**config.mk**
```make
export PLATFORM = sky130hd
export DESIGN_NAME = sddr_cmd_sched
export DESIGN_NICKNAME = d
export VERILOG_FILES = /design/src/rtl/sddr_cmd_sched.sv
export SDC_FILE = /design/constraint.sdc
export NUM_CORES = 1
export LEC_CHECK = 0
export ABC_AREA = 0
export BUFFER_PORTS_ARGS = -buffer_cell sky130_fd_sc_hd__buf_4
export CAP_MARGIN = 20
export CORE_MARGIN = 2
export CORE_UTILIZATION = 57
export DETAILED_ROUTE_END_ITERATION = 8
export PLACE_DENSITY = 0.95
export SLEW_MARGIN = 25
export SYNTH_ARGS = -nofsm -noshare
export SYNTH_HDL_FRONTEND = slang
export SYNTH_SLANG_ARGS = --single-unit
export TNS_END_PERCENT = 30
```
**constraint.sdc**
```tcl
create_clock -name in_ddr_clock_i -period 4.65 [get_ports in_ddr_clock_i]
set_clock_uncertainty 0.2 [all_clocks]
set_input_delay 0.93 -clock in_ddr_clock_i [delete_from_list [all_inputs] [get_ports in_ddr_clock_i]]
set_output_delay 0.93 -clock in_ddr_clock_i [all_outputs]
set_load 0.03 [all_outputs]
```
**src/rtl/sddr_cmd_sched.sv**
```systemverilog
// Closed-page DDR3 command scheduler feeding the PHY ctl_* interface.
// One BL8 request at a time: ACT, then RD/WR with auto-precharge after
// T_RCD, then a fixed recovery before the next request. Periodic REFRESH
// takes priority over new requests. Idle (deselect) until init_done_i.
// Optional build macro: SDDR_SCHED_PERF_EN adds saturating RD/WR/REF
// issue counters on perf_*_cnt_o.
//
// state      | meaning
// -----------+-------------------------------------------------------
// S_IDLE     | waiting for a request or a due refresh
// S_WAIT_RCD | ACT issued, counting down to the RD/WR slot
// S_RECOVER  | RD/WR issued, waiting out data, write recovery, precharge
// S_WAIT_RFC | REF issued, waiting out T_RFC
module sddr_cmd_sched #(
    parameter int BANK_BITS        = 3,
    parameter int ROW_BITS         = 14,
    parameter int COL_BITS         = 10,
    parameter int DATA_BITS        = 16,
    parameter int T_RCD            = 5,
    parameter int T_RP             = 5,
    parameter int T_RAS            = 12,
    parameter int T_WR             = 6,
    parameter int T_RFC            = 44,
    parameter int T_REFI           = 2340,
    parameter int WR_DATA_DELAY    = 4,
    parameter int RD_CAPTURE_DELAY = 9
) (
    input  logic                   in_ddr_clock_i,
    input  logic                   in_ctl_reset_i,
    input  logic                   init_done_i,
    input  logic                   req_valid_i,
    output logic                   req_ready_o,
    input  logic                   req_write_i,
    input  logic [BANK_BITS-1:0]   req_ba_i,
    input  logic [ROW_BITS-1:0]    req_row_i,
    input  logic [COL_BITS-1:0]    req_col_i,
    input  logic [8*DATA_BITS-1:0] req_wdata_i,
    output logic                   rsp_valid_o,
    output logic [8*DATA_BITS-1:0] rsp_rdata_o,
    output logic                   ctl_cs_n_o,
    output logic                   ctl_ras_n_o,
    output logic                   ctl_cas_n_o,
    output logic                   ctl_we_n_o,
    output logic [ROW_BITS-1:0]    ctl_addr_o,
    output logic [BANK_BITS-1:0]   ctl_ba_o,
    output logic                   ctl_odt_o,
    output logic                   ctl_data_write_o,
    output logic                   ctl_out_dqs_o,
    output logic [2*DATA_BITS-1:0] ctl_dq_o,
    input  logic [8*DATA_BITS-1:0] ctl_dq_i,
    output logic                   refresh_overrun_o
`ifdef SDDR_SCHED_PERF_EN
    ,
    output logic [31:0]            perf_rd_cnt_o,
    output logic [31:0]            perf_wr_cnt_o,
    output logic [31:0]            perf_ref_cnt_o
`endif
);

    localparam logic [1:0] S_IDLE     = 2'd0;
    localparam logic [1:0] S_WAIT_RCD = 2'd1;
    localparam logic [1:0] S_RECOVER  = 2'd2;
    localparam logic [1:0] S_WAIT_RFC = 2'd3;

    // {cs_n, ras_n, cas_n, we_n}
    localparam logic [3:0] CMD_DESEL = 4'b1111;
    localparam logic [3:0] CMD_NOP   = 4'b0111;
    localparam logic [3:0] CMD_ACT   = 4'b0011;
    localparam logic [3:0] CMD_RD    = 4'b0101;
    localparam logic [3:0] CMD_WR    = 4'b0100;
    localparam logic [3:0] CMD_REF   = 4'b0001;

    // Recovery is measured from the RD/WR cycle; auto-precharge cannot start
    // before T_RAS from ACT, nor before write recovery has elapsed.
    localparam int RD_REC_I  = ((T_RAS - T_RCD) > 4 ? (T_RAS - T_RCD) : 4) + T_RP;
    localparam int WR_REC_I  = WR_DATA_DELAY + 4 + T_WR + T_RP;
    localparam int AGE_MAX_I = (WR_DATA_DELAY + 4 > RD_CAPTURE_DELAY + 1) ?
                               WR_DATA_DELAY + 4 : RD_CAPTURE_DELAY + 1;

    localparam logic [15:0] RCD_LD    = 16'(T_RCD - 1);
    localparam logic [15:0] RFC_LD    = 16'(T_RFC - 1);
    localparam logic [15:0] RD_REC_LD = 16'(RD_REC_I - 1);
    localparam logic [15:0] WR_REC_LD = 16'(WR_REC_I - 1);
    localparam logic [15:0] REFI_LD   = 16'(T_REFI - 1);

    // Age = clocks since the RD/WR command; drives the data-side windows.
    localparam logic [7:0] AGE_MAX   = 8'(AGE_MAX_I);
    localparam logic [7:0] A_DQS_ON  = 8'(WR_DATA_DELAY - 1);
    localparam logic [7:0] A_DQS_OFF = 8'(WR_DATA_DELAY + 4);
    localparam logic [7:0] A_DW_ON   = 8'(WR_DATA_DELAY);
    localparam logic [7:0] A_DW_OFF  = 8'(WR_DATA_DELAY + 3);
    localparam logic [7:0] A_CAP     = 8'(RD_CAPTURE_DELAY);
    localparam logic [7:0] A_RSP     = 8'(RD_CAPTURE_DELAY + 1);

    logic [1:0]             state, state_nx;
    logic [15:0]            wait_cnt, wait_nx;
    logic [15:0]            refi_cnt, refi_nx;
    logic                   refi_expire, refresh_pending, pend_nx, clear_pend;
    logic                   accept, ready_nx;
    logic                   issue_act, issue_rw, issue_ref;
    logic [3:0]             cmd_q;
    logic                   cur_write;
    logic [COL_BITS-1:3]    cur_col;
    logic [8*DATA_BITS-1:0] cur_wdata;
    logic [ROW_BITS-1:0]    col_addr;
    logic [7:0]             age;
    logic                   age_wr;
    logic [2*DATA_BITS-1:0] wr_pair;
    logic [8*DATA_BITS-1:0] rd_capture;
    logic                   col_lsb_unused;

    // Burst-aligned column: low three bits are always zero for BL8.
    assign col_lsb_unused = ^req_col_i[2:0];
    assign {ctl_cs_n_o, ctl_ras_n_o, ctl_cas_n_o, ctl_we_n_o} = cmd_q;

    // Column address with A10 set for auto-precharge.
    always_comb begin
        col_addr = '0;
        col_addr[COL_BITS-1:3] = cur_col;
        col_addr[10] = 1'b1;
    end

    // Next-state, refresh timer and ready look-ahead.
    always_comb begin
        refi_expire = init_done_i && (refi_cnt == '0);
        refi_nx     = refi_cnt;
        if (init_done_i) refi_nx = refi_expire ? REFI_LD : refi_cnt - 16'd1;
        accept     = req_valid_i && req_ready_o;
        state_nx   = state;
        wait_nx    = wait_cnt;
        issue_act  = 1'b0;
        issue_rw   = 1'b0;
        issue_ref  = 1'b0;
        clear_pend = 1'b0;
        case (state)
            S_IDLE: begin
                if (init_done_i && (refresh_pending || refi_expire)) begin
                    issue_ref = 1'b1;
                    state_nx  = S_WAIT_RFC;
                    wait_nx   = RFC_LD;
                end else if (accept) begin
                    issue_act = 1'b1;
                    state_nx  = S_WAIT_RCD;
                    wait_nx   = RCD_LD;
                end
            end
            S_WAIT_RCD: begin
                if (wait_cnt == '0) begin
                    issue_rw = 1'b1;
                    state_nx = S_RECOVER;
                    wait_nx  = cur_write ? WR_REC_LD : RD_REC_LD;
                end else begin
                    wait_nx = wait_cnt - 16'd1;
                end
            end
            S_RECOVER: begin
                if (wait_cnt == '0) state_nx = S_IDLE;
                else wait_nx = wait_cnt - 16'd1;
            end
            S_WAIT_RFC: begin
                if (wait_cnt == '0) begin
                    state_nx   = S_IDLE;
                    clear_pend = 1'b1;
                end else begin
                    wait_nx = wait_cnt - 16'd1;
                end
            end
            default: state_nx = S_IDLE;
        endcase
        pend_nx = refi_expire ? 1'b1 : (clear_pend ? 1'b0 : refresh_pending);
        // Drop ready one clock ahead of a refresh expiry so refresh always
        // wins over a request arriving in the same cycle.
        ready_nx = (state_nx == S_IDLE) && init_done_i && !pend_nx && (refi_nx != '0);
    end

    // Control FSM, refresh tracking and command/address outputs.
    always_ff @(posedge in_ddr_clock_i) begin
        if (in_ctl_reset_i) begin
            state             <= S_IDLE;
            wait_cnt          <= '0;
            refi_cnt          <= REFI_LD;
            refresh_pending   <= 1'b0;
            refresh_overrun_o <= 1'b0;
            req_ready_o       <= 1'b0;
            cmd_q             <= CMD_DESEL;
            ctl_addr_o        <= '0;
            ctl_ba_o          <= '0;
            cur_write         <= 1'b0;
            cur_col           <= '0;
            cur_wdata         <= '0;
        end else begin
            state           <= state_nx;
            wait_cnt        <= wait_nx;
            refi_cnt        <= refi_nx;
            refresh_pending <= pend_nx;
            req_ready_o     <= ready_nx;
            if (refi_expire && refresh_pending) refresh_overrun_o <= 1'b1;
            cmd_q <= (state == S_IDLE && !init_done_i) ? CMD_DESEL : CMD_NOP;
            if (issue_act) begin
                cmd_q      <= CMD_ACT;
                ctl_addr_o <= req_row_i;
                ctl_ba_o   <= req_ba_i;
                cur_write  <= req_write_i;
                cur_col    <= req_col_i[COL_BITS-1:3];
                cur_wdata  <= req_wdata_i;
            end
            if (issue_rw) begin
                cmd_q      <= cur_write ? CMD_WR : CMD_RD;
                ctl_addr_o <= col_addr;
            end
            if (issue_ref) cmd_q <= CMD_REF;
        end
    end

    // Beat pair for the current write data clock, rising beat in the low half.
    always_comb begin
        wr_pair = '0;
        case (age)
            A_DW_ON:         wr_pair = cur_wdata[0*DATA_BITS +: 2*DATA_BITS];
            A_DW_ON + 8'd1:  wr_pair = cur_wdata[2*DATA_BITS +: 2*DATA_BITS];
            A_DW_ON + 8'd2:  wr_pair = cur_wdata[4*DATA_BITS +: 2*DATA_BITS];
            A_DW_ON + 8'd3:  wr_pair = cur_wdata[6*DATA_BITS +: 2*DATA_BITS];
            default:         wr_pair = '0;
        endcase
    end

    // Write data/strobe windows and read capture, timed from the RD/WR cycle.
    always_ff @(posedge in_ddr_clock_i) begin
        if (in_ctl_reset_i) begin
            age              <= '0;
            age_wr           <= 1'b0;
            ctl_data_write_o <= 1'b0;
            ctl_out_dqs_o    <= 1'b0;
            ctl_odt_o        <= 1'b0;
            ctl_dq_o         <= '0;
            rd_capture       <= '0;
            rsp_valid_o      <= 1'b0;
            rsp_rdata_o      <= '0;
        end else begin
            ctl_data_write_o <= 1'b0;
            ctl_out_dqs_o    <= 1'b0;
            ctl_odt_o        <= 1'b0;
            ctl_dq_o         <= '0;
            rsp_valid_o      <= 1'b0;
            if (issue_rw) begin
                age    <= 8'd1;
                age_wr <= cur_write;
            end else if (age != '0) begin
                age <= (age == AGE_MAX) ? 8'd0 : age + 8'd1;
            end
            if (age != '0 && age_wr) begin
                if (age >= A_DQS_ON && age <= A_DQS_OFF) begin
                    ctl_out_dqs_o <= 1'b1;
                    ctl_odt_o     <= 1'b1;
                end
                if (age >= A_DW_ON && age <= A_DW_OFF) begin
                    ctl_data_write_o <= 1'b1;
                    ctl_dq_o         <= wr_pair;
                end
            end
            if (age != '0 && !age_wr) begin
                if (age == A_CAP) rd_capture <= ctl_dq_i;
                if (age == A_RSP) begin
                    rsp_valid_o <= 1'b1;
                    rsp_rdata_o <= rd_capture;
                end
            end
        end
    end

`ifdef SDDR_SCHED_PERF_EN
    // Saturating command issue counters.
    always_ff @(posedge in_ddr_clock_i) begin
        if (in_ctl_reset_i) begin
            perf_rd_cnt_o  <= '0;
            perf_wr_cnt_o  <= '0;
            perf_ref_cnt_o <= '0;
        end else begin
            if (issue_rw && !cur_write && perf_rd_cnt_o != '1) perf_rd_cnt_o <= perf_rd_cnt_o + 32'd1;
            if (issue_rw && cur_write && perf_wr_cnt_o != '1) perf_wr_cnt_o <= perf_wr_cnt_o + 32'd1;
            if (issue_ref && perf_ref_cnt_o != '1) perf_ref_cnt_o <= perf_ref_cnt_o + 32'd1;
        end
    end
`endif

endmodule

```
==> summary.txt <==
status: finished clean
storage element area: 9890 um^2
final setup violation count: 0
P&R area growth vs syn: 28.1%
fin crit share: 70.9%
TritonCTS clock tree: built
Post-synth EDFFs: 0
Resized Gates After CTS: 0
Crit-path slowest cell: and4b_4
Synth Flop Type: dfxtp_1
met3 usage: 8.04%
RSZ-0062 raised after global routing: false
FF-to-FF Start: age[4]
Final Slew Violations: 0
Die Y: 183 um
crit end category: flip-flop
Post-DP HPWL: 36,600 um
routed vias: 18,000
syn_area_per_cell: 8.01 um^2
Hold WC Path Type: reg -> reg
Syn Inst Count: 2,276
synth unique cells: 65
FMAX: 303 MHz
Row Count: 65
Worst setup SP type: flip-flop
share of post-route cells with drive strength above 1: 21.8%
largest net degree at the start of global routing: 204
Cell Area, Synth: 18,200 um^2
Reg2Reg Depth: 6
LEAKAGE: 8.80 nW
critical-path maximum fanout: 78
Critical R2R Capture: rd_capture[115]
Reg2Reg Setup Slack: 1.35 ns
root buffer cell: clkbuf_16
most common cell after layout, fill and taps aside: nand2_1
Max IR drop VDD: 0.295 mV
worst slew pin tran: 0.862 ns
asr flop ratio synth: 0%
vias in the first global route: 17,500
YS warnings: 0
WHS Endpoint: rsp_rdata_o[3]
Die W: 183 um
DRT Pass-1 Iters: 5
GRT Total Usage: 32.5%
slowest stage delay, CP: 0.82 ns
placed cell count: 2,997
vias per inst: 5.86
GRT overflow: 0
WP data required: 4.89 ns
antenna-violating nets left: 0
cell chain of the critical path: or4_1 -> nor2_1 -> and4b_4 -> buf_12 -> nand2_1 -> a21oi_1
Worst Hold Depth: 2
PortBufs: 471
final non-filler cell total: 3,081
Clk pin slew, worst setup/hold paths: 0.06 ns
initial antenna violation count: 1
DRC violations left: 0
GRT busiest layer: met2
min cycle time layout: 3.30 ns
fill count: 2,027
first-pass GRT wire length: 88,500 um
sequential share of the synthesized area: 54.2%
DIE AREA: 33,400 um^2
grt met1 use: 37.4%
global placement routability congestion: 0.897
TritonCTS Sinks: 494
setup TNS: 0 ns
TritonCTS buffer count: 48
DR iter-0 viols: 1,844
GR Util met2: 54.4%
drt total wl: 57,600 um
pwr dens: 384 nW/um^2
hold_buf cts: 0
I/O pin count: 475
Starting Density: 57.8%
hold path startpoint: rd_capture[3]
Final Hold Vio Count: 0
CTS Buffer Depth: 3
most frequent cells in the layout: nand2_1 (830), dfxtp_1 (494), buf_4 (482)
syn_nets: 2,571
DR WL/cell: 18.7 um
setup bufs post-CTS: 0
H-tree levels: 2
core area: 31,600 um^2
Layout Nets: 2,940
Worst Setup Path Type: reg -> reg
Critical Path Start: age[4]
Max Cap Viol: 0
Crit path arrival time: 3.54 ns
slew margin rel.: 42.6%
area of the multi-input gates: 7560 um^2
Seq cells post-synth: 494
clock latency on the worst-skew pair: 0.55 ns
[where the power goes]
group	total, W	switching (W)	internal, W
combinational	0.000658	0.000366	0.000292
clock	0.00395	0.00163	0.00232
sequential	0.00437	0.0000607	0.00431
[per-stage QoR]
stage	instance area, um^2	utilization, %	power (W)	hold WS (ns)	setup slack (ns)
floorplan	18200	-	0.00481	0.202	1.79
global placement	21800	68.9	0.00508	0.235	1.20
detailed placement	21800	68.9	0.00511	0.242	1.11
CTS	23300	74.0	0.00899	0.247	1.44
global route	23400	74.0	0.00923	0.270	1.17
finish	23400	74.0	0.00898	0.240	1.35
[worst max-delay path by stage]
stage                                  to  slack (ns)  cells after the start
after floorplan             cur_wdata[10]        1.79                      9
after global placement       cur_wdata[8]        1.20                      8
after detailed placement   cur_wdata[110]        1.11                      8
after CTS                 rsp_rdata_o[22]        1.44                      6
after global routing        cur_wdata[35]        1.17                      7
final                     rd_capture[115]        1.35                      6
[layer usage]
layer,vias to the layer above,wire [um]
li1,8303,-
met1,8459,21100
met2,1004,27300
met3,276,5210
met4,0,4030
met5,-,0
[worst max-delay path: cells and delay by family (launching register included)]
family / cells / cell delay (ns)
buf+inv: 1 / 0.40
flops: 1 / 0.33
compound gates: 1 / 0.20
simple gates: 4 / 2.01
[synth_stat cells, types with 8 or more instances]
| cell type | n | area share (%) |
|---|---|---|
| inv_1 | 15 | 0.31 |
| buf_4 | 8 | 0.33 |
| nand3_1 | 25 | 0.69 |
| dfxtp_1 | 494 | 54 |
| xnor2_1 | 9 | 0.43 |
| nand2_1 | 830 | 17 |
| buf_2 | 52 | 1.4 |
| xor2_1 | 8 | 0.38 |
| nor3_1 | 13 | 0.36 |
| a21oi_1 | 467 | 13 |
| nor2_1 | 42 | 0.86 |
| a22oi_1 | 73 | 3.0 |
| clkbuf_1 | 105 | 2.2 |
| o21ai_0 | 11 | 0.30 |
[flip-flops by register name, indices dropped and copies added (netlist names), 7 cells and up]
| name | flops |
|---|---|
| ctl_dq_o | 32 |
| cur_wdata | 128 |
| ctl_addr_o | 14 |
| cur_col | 7 |
| refi_cnt | 16 |
| rsp_rdata_o | 128 |
| rd_capture | 128 |
| age | 8 |
| wait_cnt | 16 |
[cell families (layout without fill, tap and decap cells)]
group	Yosys count	after routing	share of synthesized area, %
adder cells (fa/ha/maj)	7	7	0.480
multiplexers	2	2	0.117
flip-flops	494	494	54.2
buffers and inverters	186	588	4.51
AND/OR/NAND/NOR	976	976	21.8
AO/OA/AOI/OAI	594	594	18.0
XOR/XNOR	17	17	0.816
other	0	1	0
[area by class of cell]
type,instances,share of cell area (%)
multi-input combinational,1596,32.4
tap,402,2.15
timing repair buffer,490,16.1
clock inverter,13,0.798
sequential,494,42.3
clock buffer,70,6.02
inverter,15,0.241
antenna,1,0.0107
Power figures use the tool's default switching activity.
